==> src/rtl/sort_run_ctrl_if.sv <==
// Bundle of the sequencer's datapath-facing ports: source read port, sorter load/start/done,
// sorted output stream and destination write port. "master" is the sequencer side.
interface sort_run_ctrl_if #(
  parameter int WIDTH = 8,
  parameter int DEPTH = 8
);
  localparam int AW = $clog2(DEPTH);

  logic [AW-1:0]    src_addr_o;
  logic [WIDTH-1:0] src_data_i;

  logic             load_valid_o;
  logic [WIDTH-1:0] load_data_o;
  logic             load_ready_i;

  logic             sort_start_o;
  logic             sort_done_i;

  logic             out_valid_i;
  logic [WIDTH-1:0] out_data_i;
  logic             out_ready_o;

  logic             dst_we_o;
  logic [AW-1:0]    dst_addr_o;
  logic [WIDTH-1:0] dst_data_o;

  modport master (
    output src_addr_o,
    input  src_data_i,
    output load_valid_o, load_data_o,
    input  load_ready_i,
    output sort_start_o,
    input  sort_done_i,
    input  out_valid_i, out_data_i,
    output out_ready_o,
    output dst_we_o, dst_addr_o, dst_data_o
  );

  modport slave (
    input  src_addr_o,
    output src_data_i,
    input  load_valid_o, load_data_o,
    output load_ready_i,
    input  sort_start_o,
    output sort_done_i,
    output out_valid_i, out_data_i,
    input  out_ready_o,
    input  dst_we_o, dst_addr_o, dst_data_o
  );
endinterface

==> src/rtl/sort_run_ctrl.sv <==
// Run sequencer for the sorting accelerator: loads DEPTH elements into the sorter, triggers it,
// drains the sorted stream into the destination buffer and checks that it is ascending.
module sort_run_ctrl #(
  parameter int WIDTH   = 8,
  parameter int DEPTH   = 8,
  parameter int TIMEOUT = 1024
) (
  input  logic               clk,
  input  logic               reset_ni,
  input  logic               start_i,
  sort_run_ctrl_if.master    bus,
  output logic               busy_o,
  output logic               done_o,
  output logic [1:0]         err_code_o,
  output logic [31:0]        cycles_o
);

  localparam int AW = $clog2(DEPTH);
  localparam int TW = $clog2(TIMEOUT + 1);
  localparam logic [AW-1:0] LAST_IDX = AW'(DEPTH - 1);

  typedef enum logic [2:0] {
    S_IDLE, S_FETCH, S_CAPT, S_LOAD, S_SORT, S_DRAIN, S_DONE, S_ERR
  } state_t;

  typedef enum logic [1:0] {
    ERR_NONE    = 2'b00,
    ERR_TIMEOUT = 2'b01,
    ERR_ORDER   = 2'b10
  } err_t;

  state_t           state;
  logic [AW-1:0]    idx;
  logic [TW-1:0]    wait_cnt;
  logic [WIDTH-1:0] prev_data;
  logic             load_valid_q;
  logic [WIDTH-1:0] load_data_q;
  logic             sort_start_q;
  logic             out_ready_q;

  logic             accept;
  logic             last_idx;
  logic [TW-1:0]    wait_nxt;

  // out_ready_q is only ever set in DRAIN, so accept cannot fire in any other state.
  assign accept   = out_ready_q && bus.out_valid_i;
  assign last_idx = (idx == LAST_IDX);
  assign wait_nxt = wait_cnt + TW'(1);

  assign bus.src_addr_o   = idx;
  assign bus.load_valid_o = load_valid_q;
  assign bus.load_data_o  = load_data_q;
  assign bus.sort_start_o = sort_start_q;
  assign bus.out_ready_o  = out_ready_q;

  // Destination write is combinational off the accepted element; address and data are forced
  // to zero when no write is happening so the port reads all-zero while idle or in reset.
  assign bus.dst_we_o   = accept;
  assign bus.dst_addr_o = accept ? idx : '0;
  assign bus.dst_data_o = accept ? bus.out_data_i : '0;

  // NOTE: sequential state uses non-blocking assignments only, so every read in this block sees
  // the pre-edge value and later assignments in the same branch simply override earlier ones.
  always_ff @(posedge clk) begin
    if (!reset_ni) begin
      state        <= S_IDLE;
      idx          <= '0;
      wait_cnt     <= '0;
      prev_data    <= '0;
      load_valid_q <= 1'b0;
      load_data_q  <= '0;
      sort_start_q <= 1'b0;
      out_ready_q  <= 1'b0;
      busy_o       <= 1'b0;
      done_o       <= 1'b0;
      err_code_o   <= ERR_NONE;
      cycles_o     <= '0;
    end else begin
      if (busy_o && (cycles_o != '1)) begin
        cycles_o <= cycles_o + 32'd1;
      end
      sort_start_q <= 1'b0;

      unique case (state)
        S_IDLE, S_DONE, S_ERR: begin
          if (start_i) begin
            state      <= S_FETCH;
            idx        <= '0;
            done_o     <= 1'b0;
            err_code_o <= ERR_NONE;
            cycles_o   <= '0;
            busy_o     <= 1'b1;
          end
        end

        S_FETCH: state <= S_CAPT;

        // Source read data is valid one cycle after the address was presented in FETCH.
        S_CAPT: begin
          load_data_q  <= bus.src_data_i;
          load_valid_q <= 1'b1;
          state        <= S_LOAD;
        end

        S_LOAD: begin
          if (bus.load_ready_i) begin
            load_valid_q <= 1'b0;
            if (last_idx) begin
              state        <= S_SORT;
              sort_start_q <= 1'b1;
              wait_cnt     <= '0;
            end else begin
              idx   <= idx + AW'(1);
              state <= S_FETCH;
            end
          end
        end

        // sort_start_q is high only on the first SORT cycle; done is ignored there because a
        // sorter may still be presenting the previous run's completion.
        S_SORT: begin
          if (!sort_start_q && bus.sort_done_i) begin
            state       <= S_DRAIN;
            idx         <= '0;
            out_ready_q <= 1'b1;
          end else if (wait_nxt == TW'(TIMEOUT)) begin
            state      <= S_ERR;
            err_code_o <= ERR_TIMEOUT;
            busy_o     <= 1'b0;
          end else begin
            wait_cnt <= wait_nxt;
          end
        end

        S_DRAIN: begin
          if (accept) begin
            prev_data <= bus.out_data_i;
            if ((idx != '0) && (bus.out_data_i < prev_data)) begin
              err_code_o <= ERR_ORDER;
            end
            if (last_idx) begin
              state       <= S_DONE;
              out_ready_q <= 1'b0;
              done_o      <= 1'b1;
              busy_o      <= 1'b0;
            end else begin
              idx <= idx + AW'(1);
            end
          end
        end

        default: state <= S_IDLE;
      endcase
    end
  end

endmodule

==> src/flat_wrapper.sv <==
// flat-port wrapper written by rule: the top's interface ports become plain ports
module sort_run_ctrl_flat 
#(
  parameter int WIDTH   = 8,
  parameter int DEPTH   = 8,
  parameter int TIMEOUT = 1024
)
  (clk, reset_ni, start_i, busy_o, done_o, err_code_o, cycles_o, bus_src_addr_o, bus_src_data_i, bus_load_valid_o, bus_load_data_o, bus_load_ready_i, bus_sort_start_o, bus_sort_done_i, bus_out_valid_i, bus_out_data_i, bus_out_ready_o, bus_dst_we_o, bus_dst_addr_o, bus_dst_data_o);
  sort_run_ctrl_if #(.WIDTH(WIDTH), .DEPTH(DEPTH)) bus_i ();
  input  logic clk;
  input  logic reset_ni;
  input  logic start_i;
  output logic busy_o;
  output logic done_o;
  output logic [1:0] err_code_o;
  output logic [31:0] cycles_o;
  output wire logic [$bits(bus_i.src_addr_o)-1:0] bus_src_addr_o;
  input wire logic [$bits(bus_i.src_data_i)-1:0] bus_src_data_i;
  output wire logic [$bits(bus_i.load_valid_o)-1:0] bus_load_valid_o;
  output wire logic [$bits(bus_i.load_data_o)-1:0] bus_load_data_o;
  input wire logic [$bits(bus_i.load_ready_i)-1:0] bus_load_ready_i;
  output wire logic [$bits(bus_i.sort_start_o)-1:0] bus_sort_start_o;
  input wire logic [$bits(bus_i.sort_done_i)-1:0] bus_sort_done_i;
  input wire logic [$bits(bus_i.out_valid_i)-1:0] bus_out_valid_i;
  input wire logic [$bits(bus_i.out_data_i)-1:0] bus_out_data_i;
  output wire logic [$bits(bus_i.out_ready_o)-1:0] bus_out_ready_o;
  output wire logic [$bits(bus_i.dst_we_o)-1:0] bus_dst_we_o;
  output wire logic [$bits(bus_i.dst_addr_o)-1:0] bus_dst_addr_o;
  output wire logic [$bits(bus_i.dst_data_o)-1:0] bus_dst_data_o;
  assign bus_src_addr_o = bus_i.src_addr_o;
  assign bus_i.src_data_i = bus_src_data_i;
  assign bus_load_valid_o = bus_i.load_valid_o;
  assign bus_load_data_o = bus_i.load_data_o;
  assign bus_i.load_ready_i = bus_load_ready_i;
  assign bus_sort_start_o = bus_i.sort_start_o;
  assign bus_i.sort_done_i = bus_sort_done_i;
  assign bus_i.out_valid_i = bus_out_valid_i;
  assign bus_i.out_data_i = bus_out_data_i;
  assign bus_out_ready_o = bus_i.out_ready_o;
  assign bus_dst_we_o = bus_i.dst_we_o;
  assign bus_dst_addr_o = bus_i.dst_addr_o;
  assign bus_dst_data_o = bus_i.dst_data_o;
  sort_run_ctrl #(.WIDTH(WIDTH), .DEPTH(DEPTH), .TIMEOUT(TIMEOUT)) u_core (.clk(clk), .reset_ni(reset_ni), .start_i(start_i), .bus(bus_i), .busy_o(busy_o), .done_o(done_o), .err_code_o(err_code_o), .cycles_o(cycles_o));
endmodule
==> config.mk <==
export PLATFORM = sky130hd
export DESIGN_NAME = sort_run_ctrl_flat
export DESIGN_NICKNAME = d
export VERILOG_FILES = /design/src/rtl/sort_run_ctrl_if.sv /design/src/rtl/sort_run_ctrl.sv /design/src/flat_wrapper.sv
export SDC_FILE = /design/constraint.sdc
export NUM_CORES = 1
export LEC_CHECK = 0
export BUFFER_PORTS_ARGS = -buffer_cell sky130_fd_sc_hd__buf_4
export CORE_AREA = 5 5 97 99
export DETAILED_ROUTE_END_ITERATION = 12
export DIE_AREA = 0 0 102 104
export PLACE_DENSITY = 0.77
export SLEW_MARGIN = 5
export SYNTH_ARGS = -nofsm -noshare
export SYNTH_HDL_FRONTEND = slang
export SYNTH_SLANG_ARGS = --single-unit
==> constraint.sdc <==
create_clock -name clk -period 6.05 [get_ports clk]
set_input_delay 0.3025 -clock clk [delete_from_list [all_inputs] [get_ports clk]]
set_output_delay 0.3025 -clock clk [all_outputs]
set_load 0.005 [all_outputs]
==> results of run 1 <==
## flip-flops by register name, indices dropped and copies added, names as in the netlist, 2 cells and up
| signal | cells |
|---|---|
| u_core.bus.src_addr_o | 3 |
| u_core.cycles_o | 32 |
| u_core.prev_data | 8 |
| u_core.wait_cnt | 11 |
| u_core.state | 3 |
| u_core.bus.load_data_o | 8 |
| u_core.err_code_o | 2 |
## layout make-up
class                           count  share of cell area [%]
Timing Repair Buffer               83                   13.31
Inverter                           15                   1.203
Sequential cell                    72                   30.79
Clock inverter                      7                   1.550
Multi-Input combinational cell    361                   47.61
Clock buffer                        9                   2.646
Tap cell                          108                   2.887
## routing by layer
layer | GRT usage, % | part of all wire, % | up-vias
li1 | - | - | 1846
met1 | 21.30 | 44 | 1768
met2 | 29.53 | 49 | 106
met3 | 5.500 | 6.2 | 12
met4 | 5.061 | 1.1 | 0
met5 | 0 | 0 | -
## worst reg2reg max path: cells and delay by family (launching register included)
| family | cells | cell delay, ns |
|---|---|---|
| AO/OA/AOI/OAI | 3 | 0.86 |
| adder cells (fa/ha/maj) | 1 | 0.27 |
| flip-flops | 1 | 0.46 |
| AND/OR/NAND/NOR | 3 | 1.15 |
## per-stage QoR
stage | worst slack, ns | area, um2
2_1_floorplan | 3.800 | 3841
3_3_place_gp | 3.416 | 4484
3_5_place_dp | 3.296 | 4484
4_1_cts | 3.271 | 4681
5_1_grt | 3.071 | 4681
6_report | 3.249 | 4681
## cell families after synthesis
| kind of cell | Yosys count | share of synthesized area, % |
|---|---|---|
| buffers and inverters | 41 | 4.462 |
| and+or+nand+nor | 232 | 31.66 |
| muxes | 9 | 2.345 |
| xor gates and xnor gates | 29 | 6.612 |
| AOI/OAI and AO/OA | 79 | 13.49 |
| adders and majority gates | 12 | 3.909 |
| DFF | 72 | 37.52 |
## power groups by stage
stage,registers [W],clock network [W],logic (W)
floorplan,0.000506,0,0.0000850
global placement,0.000520,0,0.000112
detailed placement,0.000521,0,0.000115
CTS,0.000510,0.000387,0.000115
global route,0.000514,0.000411,0.000129
finish,0.000511,0.000379,0.000115
## path summary, 6_finish.rpt
path | to | depth (start not counted) | start
worst max-delay path | u_core.wait_cnt[2]$_SDFFE_PN0P_ | 7 | u_core.wait_cnt[1]$_SDFFE_PN0P_
worst min-delay path | u_core.bus.load_data_o[3]$_SDFFE_PN0P_ | 3 | bus_src_data_i[3]
worst max register to register | u_core.wait_cnt[2]$_SDFFE_PN0P_ | 7 | u_core.wait_cnt[1]$_SDFFE_PN0P_
worst min register to register | u_core.bus.load_data_o[5]$_SDFFE_PN0P_ | 2 | u_core.bus.load_data_o[5]$_SDFFE_PN0P_
## cells in the final DEF, fill, tap and decap left out, types with 2 or more instances in the layout
master / instances
nor2_1: 56
o21ai_1: 2
or4_1: 2
and2_1: 6
o22ai_1: 2
xor2_1: 22
nand2_1: 40
and3_1: 24
or2_2: 3
a2111oi_0: 2
o21ai_0: 17
nor4_1: 7
buf_4: 83
a21oi_1: 24
nor4_2: 3
nand4_1: 20
clkbuf_8: 9
nand3_1: 35
inv_1: 14
o31ai_1: 2
xnor2_1: 7
and4_1: 8
nand3b_1: 5
clkinv_4: 2
nand2b_1: 5
nor2b_1: 2
clkinv_2: 2
nor3b_1: 2
dfxtp_1: 72
o41ai_1: 7
mux2i_1: 9
nor3_1: 9
ha_1: 12
or3_1: 2
clkinvlp_4: 2
a21o_1: 9
a211oi_1: 2
==> flow_summary_export.csv, run 1 <==
group,metric,value,unit
finish,multi_input_area,2228,um2
power,peakVddDrop,0.0001611,V
power,swShare,27.73,%
yosys,syn_inst,474,
yosys,syn_area,3841,um2
yosys,synth_area_leaders,"dfxtp_1 (38%), nor2_1 (5.5%), xor2_1 (5.0%), nand3_1 (4.6%), and3_1 (3.9%)",
setup_path,cp.arrival,3.09,ns
grt,grt_util_all_layers,17.57,%
grt,first_global_vias,3493,
timing,finalCritPeriodShare,46.29,%
timing,fin_skew,0.01843,ns
finish,area_growth,21.86,%
finish,nets,576,
setup_path,path_cells,"ha_1 > nand3_1 > nor4_2 > o311ai_2 > o21bai_2 > and3_1 > a221o_1",
clock_network,post_cts_resized,0,
yosys,synth_top_area_cell,"dfxtp_1",
power,power.total,0.001005,W
status,outcome,"finished, final reports clean",
power,powerDensity,214.6,nW/um2
clock_network,clk_latency,0.35,ns
routing,wl,9635,um
timing,setup_viol,0,
clock_network,post-cts-setup-buffers,0,
grt,grt_pass1_wl,15630,um
finish,instances_no_fill,655,
timing,period_needed,2.801,ns
finish,ff_latch_area,1441,um2
grt,antenna_found_initial,0,
setup_path,crit_family,"simple AND/OR/NAND/NOR gates",
yosys,synth_edf_count,0,
grt,grt_max_degree,37,
setup_path,path_buf_inv,0,
yosys,synth_top_cells_by_count,"dfxtp_1 (72), nor2_1 (56), nand2_1 (40), nand3_1 (35)",
setup_path,cpMaxStageDelayCell,"o21bai_2",
setup_path,critPathMaxFanout,15,
finish,drive_gt1_share,20.29,%
routing,dr.pass1.iters,4,
placement,post-dp-hpwl,6797,um
yosys,synth-seq-cells,72,
yosys,yosysUniqueCellTypes,53,
timing,maxSlewHeadroom,29.83,%
power,p_seq_share,50.8,%
clock_network,cts_hold_buf,0,
floorplanning,die-area,10610,um2
floorplanning,die_h,104,um
placement,gp_congestion,0.8792,
timing,hold_viol_final,0,
yosys,post_synth.cell_area_avg,8.104,um2
yosys,ys_warn_count,0,
clock_network,cts_root_buf,"clkbuf_8",
routing,drt_first_iter_violations,145,
routing,routedWlPerCell,14.71,um
setup_path,crit_path_start_kind,"flip-flop",
min_path,hold_class,"in -> reg",
yosys,synth_seq_area_share,37.52,%
yosys,synth_nets,508,
power,p_int,0.0007260,W
floorplanning,core_area,8466,um2
routing,via_per_inst,5.698,
finish,num_antenna_cells,0,
placement,io_buffers,83,
clock_network,cts_max_level,3,
clock_network,cts.path.max_buffers,2,
routing,antenna_left,0,
grt,grt-ovfl-total,0,
clock_network,tritoncts,"yes",
timing,setup_tns,0,ns
floorplanning,die_w,102,um
power,clkPwrFrac,37.8,%
setup_path,worstPathRequired,6.34,ns
clock_network,cts_buffers,9,
routing,num_vias,3732,
finish,n_fill_cell,760,
power,comb_power_share,11.4,%
timing,worst_pin_slew,1.050,ns
power,switchingPower,0.0002786,W
placement,dp_cells,639,
job,max_cap_violations,0,
timing,max_freq,0.3570,GHz
timing,slew_viol_final,0,
setup_path,r2r_setup_slack,3.25,ns
routing,drc,0,
floorplanning,pin_count,84,
floorplanning,row_count,34,
yosys,synthArstFlopShare,0,%
clock_network,clkTransAtPathRegs,0.08,ns
clock_network,cts_sinks,72,
setup_path,crit_type,"reg -> reg",
setup_path,end_kind,"flip-flop",
finish,final_util,55.29,%
timing,grt_setup_unrepaired,"false",
power,leakagePower,1.880,nW
timing,timing.hold.ws,0.2026,ns
yosys,yosysTopAreaCellShare,37.52,%
yosys,synth-main-ff-cell,"dfxtp_1",
floorplanning,initial_core_util,45.37,%
yosys,synth_most_common_cell,"dfxtp_1",
setup_path,critPathMaxStageDelay,0.49,ns
Power figures use the tool's default switching activity.
==> run 2, diff against run 1 <==
Clock period 6.05 ns to 2.8 ns, I/O delays scaled along.
==> run 2 against run 1 <==
Design area is 1.7% higher. Count of clock-buffer cells in the layout is 1 higher. Register-to-register slack worse by 3.0 ns. Cell count is 1.1% higher. Clock power is 140% higher. Critical path depth stayed put. Worst setup slack worse by 3.0 ns. Non-clock buffer count is 7 higher. Flip-flop and latch count stayed put. Core utilization is 0.92 points higher. Routed wire length is 1.6% lower. Critical endpoint unchanged.
==> flow_summary_export.csv, run 2 (synthesized netlist as in run 1, its figures left out) <==
group,metric,value,unit
status,outcome,"finished, final reports clean",
finish,largest_registers,"u_core.cycles_o: 32 flops, u_core.wait_cnt: 11 flops",
routing,dr.pass1.iters,5,
floorplanning,die_h,104,um
finish,drive_gt1_share,21.12,%
finish,n_fill_cell,764,
clock_network,clk_latency,0.35,ns
floorplanning,pin_count,84,
timing,finalCritPeriodShare,89.94,%
placement,gp_congestion,0.9449,
power,peakVddDrop,0.0003406,V
timing,fin_skew,0.01329,ns
min_path,hold_class,"in -> reg",
power,leakagePower,1.925,nW
timing,setup_viol,0,
setup_path,r2r_start,"u_core.wait_cnt[0]$_SDFFE_PN0P_",
timing,hold_viol_final,0,
floorplanning,die-area,10610,um2
clock_network,post_cts_resized,0,
timing,setup_slack,0.2817,ns
setup_path,rr_worst_depth,7,
clock_network,cts_max_level,3,
routing,drc,0,
power,power.total,0.002282,W
clock_network,clkTransAtPathRegs,0.08,ns
grt,grt-ovfl-total,0,
min_path,whs_endpoint,"u_core.bus.load_data_o[0]$_SDFFE_PN0P_",
timing,worst_pin_slew,0.7547,ns
setup_path,end_kind,"flip-flop",
grt,grt_max_degree,32,
routing,wl,9481,um
finish,largest_reg_flops,32,
setup_path,worstPathRequired,3.04,ns
routing,drt_first_iter_violations,152,
setup_path,r2r_setup_slack,0.28,ns
floorplanning,core_area,8466,um2
clock_network,cts_root_buf,"clkbuf_8",
floorplanning,row_count,34,
job,max_cap_violations,0,
power,powerDensity,479.7,nW/um2
routing,antenna_left,0,
setup_path,cp.arrival,2.76,ns
floorplanning,initial_core_util,45.37,%
grt,grt_util_all_layers,17.72,%
grt,antenna_found_initial,0,
timing,slew_viol_final,0,
routing,num_vias,3686,
routing,via_per_inst,5.568,
finish,final_cell_mix,"buf_4 (90), dfxtp_1 (72), nor2_1 (56)",
timing,period_needed,2.518,ns
setup_path,critPathMaxFanout,9,
routing,routedWlPerCell,14.32,um
finish,area_growth,23.88,%
min_path,hold_path_startpoint,"bus_src_data_i[0]",
floorplanning,die_w,102,um
clock_network,cts.path.max_buffers,2,
clock_network,tritoncts,"yes",
finish,nets,583,
min_path,hold_path_depth,3,
clock_network,post-cts-setup-buffers,0,
clock_network,cts_sinks,72,
setup_path,crit_path_start_kind,"flip-flop",
placement,io_buffers,83,
timing,maxSlewHeadroom,49.30,%
finish,final_util,56.21,%
placement,dp_cells,646,
placement,place_ws,0.3303,ns
finish,num_antenna_cells,0,
clock_network,cts_hold_buf,0,
timing,grt_setup_unrepaired,"false",
finish,final_common_cell,"buf_4",
timing,max_freq,0.3971,GHz
setup_path,crit_type,"reg -> reg",
timing,setup_tns,0,ns
grt,first_global_vias,3456,
setup_path,timing.rr.end,"u_core.wait_cnt[2]$_SDFFE_PN0P_",
clock_network,cts_buffers,9,
grt,grt_pass1_wl,15890,um
finish,regMostFlops,"u_core.cycles_o",
placement,post-dp-hpwl,6755,um
finish,instances_no_fill,662,
[run 2: cell count changes in the layout (fill, tap and decap cells not counted)]
cell	delta
clkbuf_1	+1
buf_4	+7
clkinvlp_4	-1
clkinv_2	-2
clkinv_4	+1
bufinv_16	+1
[run 2: worst max path at each step]
stage	start	endpoint	slack [ns]
floorplan	u_core.wait_cnt[0]$_SDFFE_PN0P_	u_core.wait_cnt[2]$_SDFFE_PN0P_	0.55
global route	u_core.wait_cnt[0]$_SDFFE_PN0P_	u_core.wait_cnt[2]$_SDFFE_PN0P_	0.11
detailed placement	u_core.wait_cnt[0]$_SDFFE_PN0P_	u_core.wait_cnt[2]$_SDFFE_PN0P_	0.33
finish	u_core.wait_cnt[0]$_SDFFE_PN0P_	u_core.wait_cnt[2]$_SDFFE_PN0P_	0.28
global placement	u_core.wait_cnt[0]$_SDFFE_PN0P_	u_core.wait_cnt[2]$_SDFFE_PN0P_	0.44
CTS	u_core.wait_cnt[0]$_SDFFE_PN0P_	u_core.wait_cnt[2]$_SDFFE_PN0P_	0.31
[run 2: layout make-up]
class,instances,area (um2),area share [%]
multi-input cells,361,2228,46.83
flip-flops and latches,72,1441,30.29
repair buffers,90,675.6,14.20
well taps,108,135.1,2.840
clock buffers,10,127.6,2.682
clock inverters,6,93.84,1.972
inverters,15,56.30,1.183
[run 2: report_power, final]
part / total [W] / switching, W / internal [W]
combinational: 0.000273 / 0.000159 / 0.000115
clock: 0.000920 / 0.000413 / 0.000507
sequential: 0.00109 / 0.0000378 / 0.00105
[run 2: stage by stage]
step	instance area, um2	hold slack [ns]
after detailed placement	4537	0.3996
after global placement	4537	0.3891
after floorplan	3841	0.2760
final	4758	0.03703
after CTS	4758	0.02933
after global routing	4758	0.03854
[run 2: worst max-delay path, stage by stage (launching register included)]
cell and delay, ns:
dfxtp_1 0.47, ha_1 0.29, nand3_1 0.26, o21a_1 0.30, o311ai_2 0.31, o21bai_2 0.11
and3_1 0.30, a221o_1 0.38
[run 2: layer usage]
layer	share of wire, %	track usage, %
met1	44	22.95
met2	48	28.55
met3	6.7	4.158
met4	1.6	6.186
met5	0	0
==> run 3, diff against run 2 <==
Settings changed: BUFFER_PORTS_ARGS -buffer_cell sky130_fd_sc_hd__buf_4 to -buffer_cell sky130_fd_sc_hd__buf_2.
==> run 3 against run 2 <==
Largest cell class unchanged. Power fell by 1.4%. Global-route usage is 0.47 points lower. Highest routed layer unchanged. Combinational power fell by 7.3%. Critical path type unchanged. First-iteration DRC count grew 34%. Fmax is 1.2% higher. Sequential share of layout area increased by 1.3 points. Sequential power is essentially flat.
==> flow_summary_export.csv, run 3 (synthesized netlist as in run 1, its figures left out) <==
group,metric,value,unit
clock_network,post_cts_resized,0,
routing,drt_first_iter_violations,203,
grt,antenna_found_initial,0,
finish,final_cell_mix,"buf_2 (83), dfxtp_1 (72), nor2_1 (56)",
setup_path,worstPathRequired,3.08,ns
finish,drive_gt1_share,21.44,%
routing,drc,0,
timing,setup_tns,0,ns
power,powerDensity,493.9,nW/um2
floorplanning,die_w,102,um
clock_network,cts_root_buf,"clkbuf_8",
finish,largest_reg_flops,32,
floorplanning,core_area,8466,um2
routing,antenna_left,0,
routing,via_per_inst,5.514,
routing,num_vias,3656,
finish,num_antenna_cells,0,
grt,grt_pass1_wl,15470,um
placement,io_buffers,83,
finish,final_common_cell,"buf_2",
timing,fin_skew,0.01197,ns
floorplanning,row_count,34,
floorplanning,die_h,104,um
clock_network,tritoncts,"yes",
floorplanning,die-area,10610,um2
clock_network,clk_latency,0.34,ns
floorplanning,initial_core_util,45.37,%
routing,wl,9291,um
timing,grt_setup_unrepaired,"false",
timing,hold_viol_final,0,
power,power.total,0.002250,W
power,leakagePower,1.914,nW
clock_network,cts_sinks,72,
setup_path,end_kind,"flip-flop",
job,max_cap_violations,0,
finish,instances_no_fill,663,
clock_network,clkTransAtPathRegs,0.08,ns
timing,period_needed,2.488,ns
setup_path,crit_type,"reg -> reg",
finish,regMostFlops,"u_core.cycles_o",
finish,nets,584,
setup_path,crit_path_start_kind,"flip-flop",
clock_network,cts.path.max_buffers,2,
grt,first_global_vias,3411,
setup_path,critPathMaxFanout,9,
placement,gp_congestion,0.9225,
timing,max_freq,0.4019,GHz
clock_network,cts_max_level,3,
finish,area_growth,18.63,%
placement,post-dp-hpwl,6568,um
min_path,hold_class,"in -> reg",
grt,grt_max_degree,32,
finish,largest_registers,"u_core.cycles_o: 32 flops, u_core.wait_cnt: 11 flops",
floorplanning,pin_count,84,
timing,worst_pin_slew,0.6618,ns
clock_network,cts_hold_buf,0,
status,outcome,"finished, final reports clean",
timing,maxSlewHeadroom,55.51,%
grt,grt-ovfl-total,0,
placement,dp_cells,647,
finish,ff_latch_area,1441,um2
routing,routedWlPerCell,14.01,um
timing,slew_viol_final,0,
timing,setup_viol,0,
finish,n_fill_cell,781,
clock_network,post-cts-setup-buffers,0,
setup_path,cp.arrival,2.77,ns
finish,multi_input_area,2228,um2
power,peakVddDrop,0.0003649,V
setup_path,r2r_setup_slack,0.31,ns
grt,grt_util_all_layers,17.25,%
clock_network,cts_buffers,9,
routing,dr.pass1.iters,4,
timing,finalCritPeriodShare,88.87,%
-- run 3: metal layers --
layer | routed length [um] | global-route usage (%)
met1 | 4090 | 21.72
met2 | 4574 | 29.39
met3 | 550 | 4.695
met4 | 76 | 3.280
met5 | 0 | 0
-- run 3: critical path: stages, from the launching register on --
cell and delay (ns):
dfxtp_1 0.47, ha_1 0.27, nand3_1 0.26, nor4_2 0.50, o311ai_2 0.18, o21bai_2 0.16
and3_1 0.39, a221o_1 0.20
-- run 3: area by class of cell --
cell class,count,area share [%]
clock buffer,9,2.718
multi-input combinational,361,48.90
sequential,72,31.63
timing repair buffer,91,10.43
inverter,15,1.236
tap,108,2.965
clock inverter,7,2.114
-- run 3: through the flow --
| stage | setup slack, ns | area (um2) | hold slack [ns] | utilization, % |
|---|---|---|---|---|
| final | 0.3116 | 4557 | 0.03369 | 53.83 |
| after global placement | 0.4474 | 4337 | 0.3801 | 51.23 |
| after CTS | 0.3368 | 4557 | 0.01817 | 53.83 |
| after global routing | 0.1244 | 4557 | 0.01901 | 53.83 |
| after detailed placement | 0.3715 | 4337 | 0.3972 | 51.23 |
| after floorplan | 0.5500 | 3841 | 0.2760 | - |
-- run 3: path summary, 6_finish.rpt --
| path | start | endpoint | cells after the start |
|---|---|---|---|
| setup / recovery | u_core.wait_cnt[0]$_SDFFE_PN0P_ | u_core.wait_cnt[2]$_SDFFE_PN0P_ | 7 |
| hold reg to reg | u_core.bus.load_data_o[3]$_SDFFE_PN0P_ | u_core.bus.load_data_o[3]$_SDFFE_PN0P_ | 2 |
| hold / removal | bus_src_data_i[2] | u_core.bus.load_data_o[2]$_SDFFE_PN0P_ | 3 |
| setup reg to reg | u_core.wait_cnt[0]$_SDFFE_PN0P_ | u_core.wait_cnt[2]$_SDFFE_PN0P_ | 7 |
-- run 3: power by group --
part	internal, W	switching (W)
clock network	0.000501	0.000408
logic	0.0000961	0.000157
registers	0.00105	0.0000367
total	0.00165	0.000602
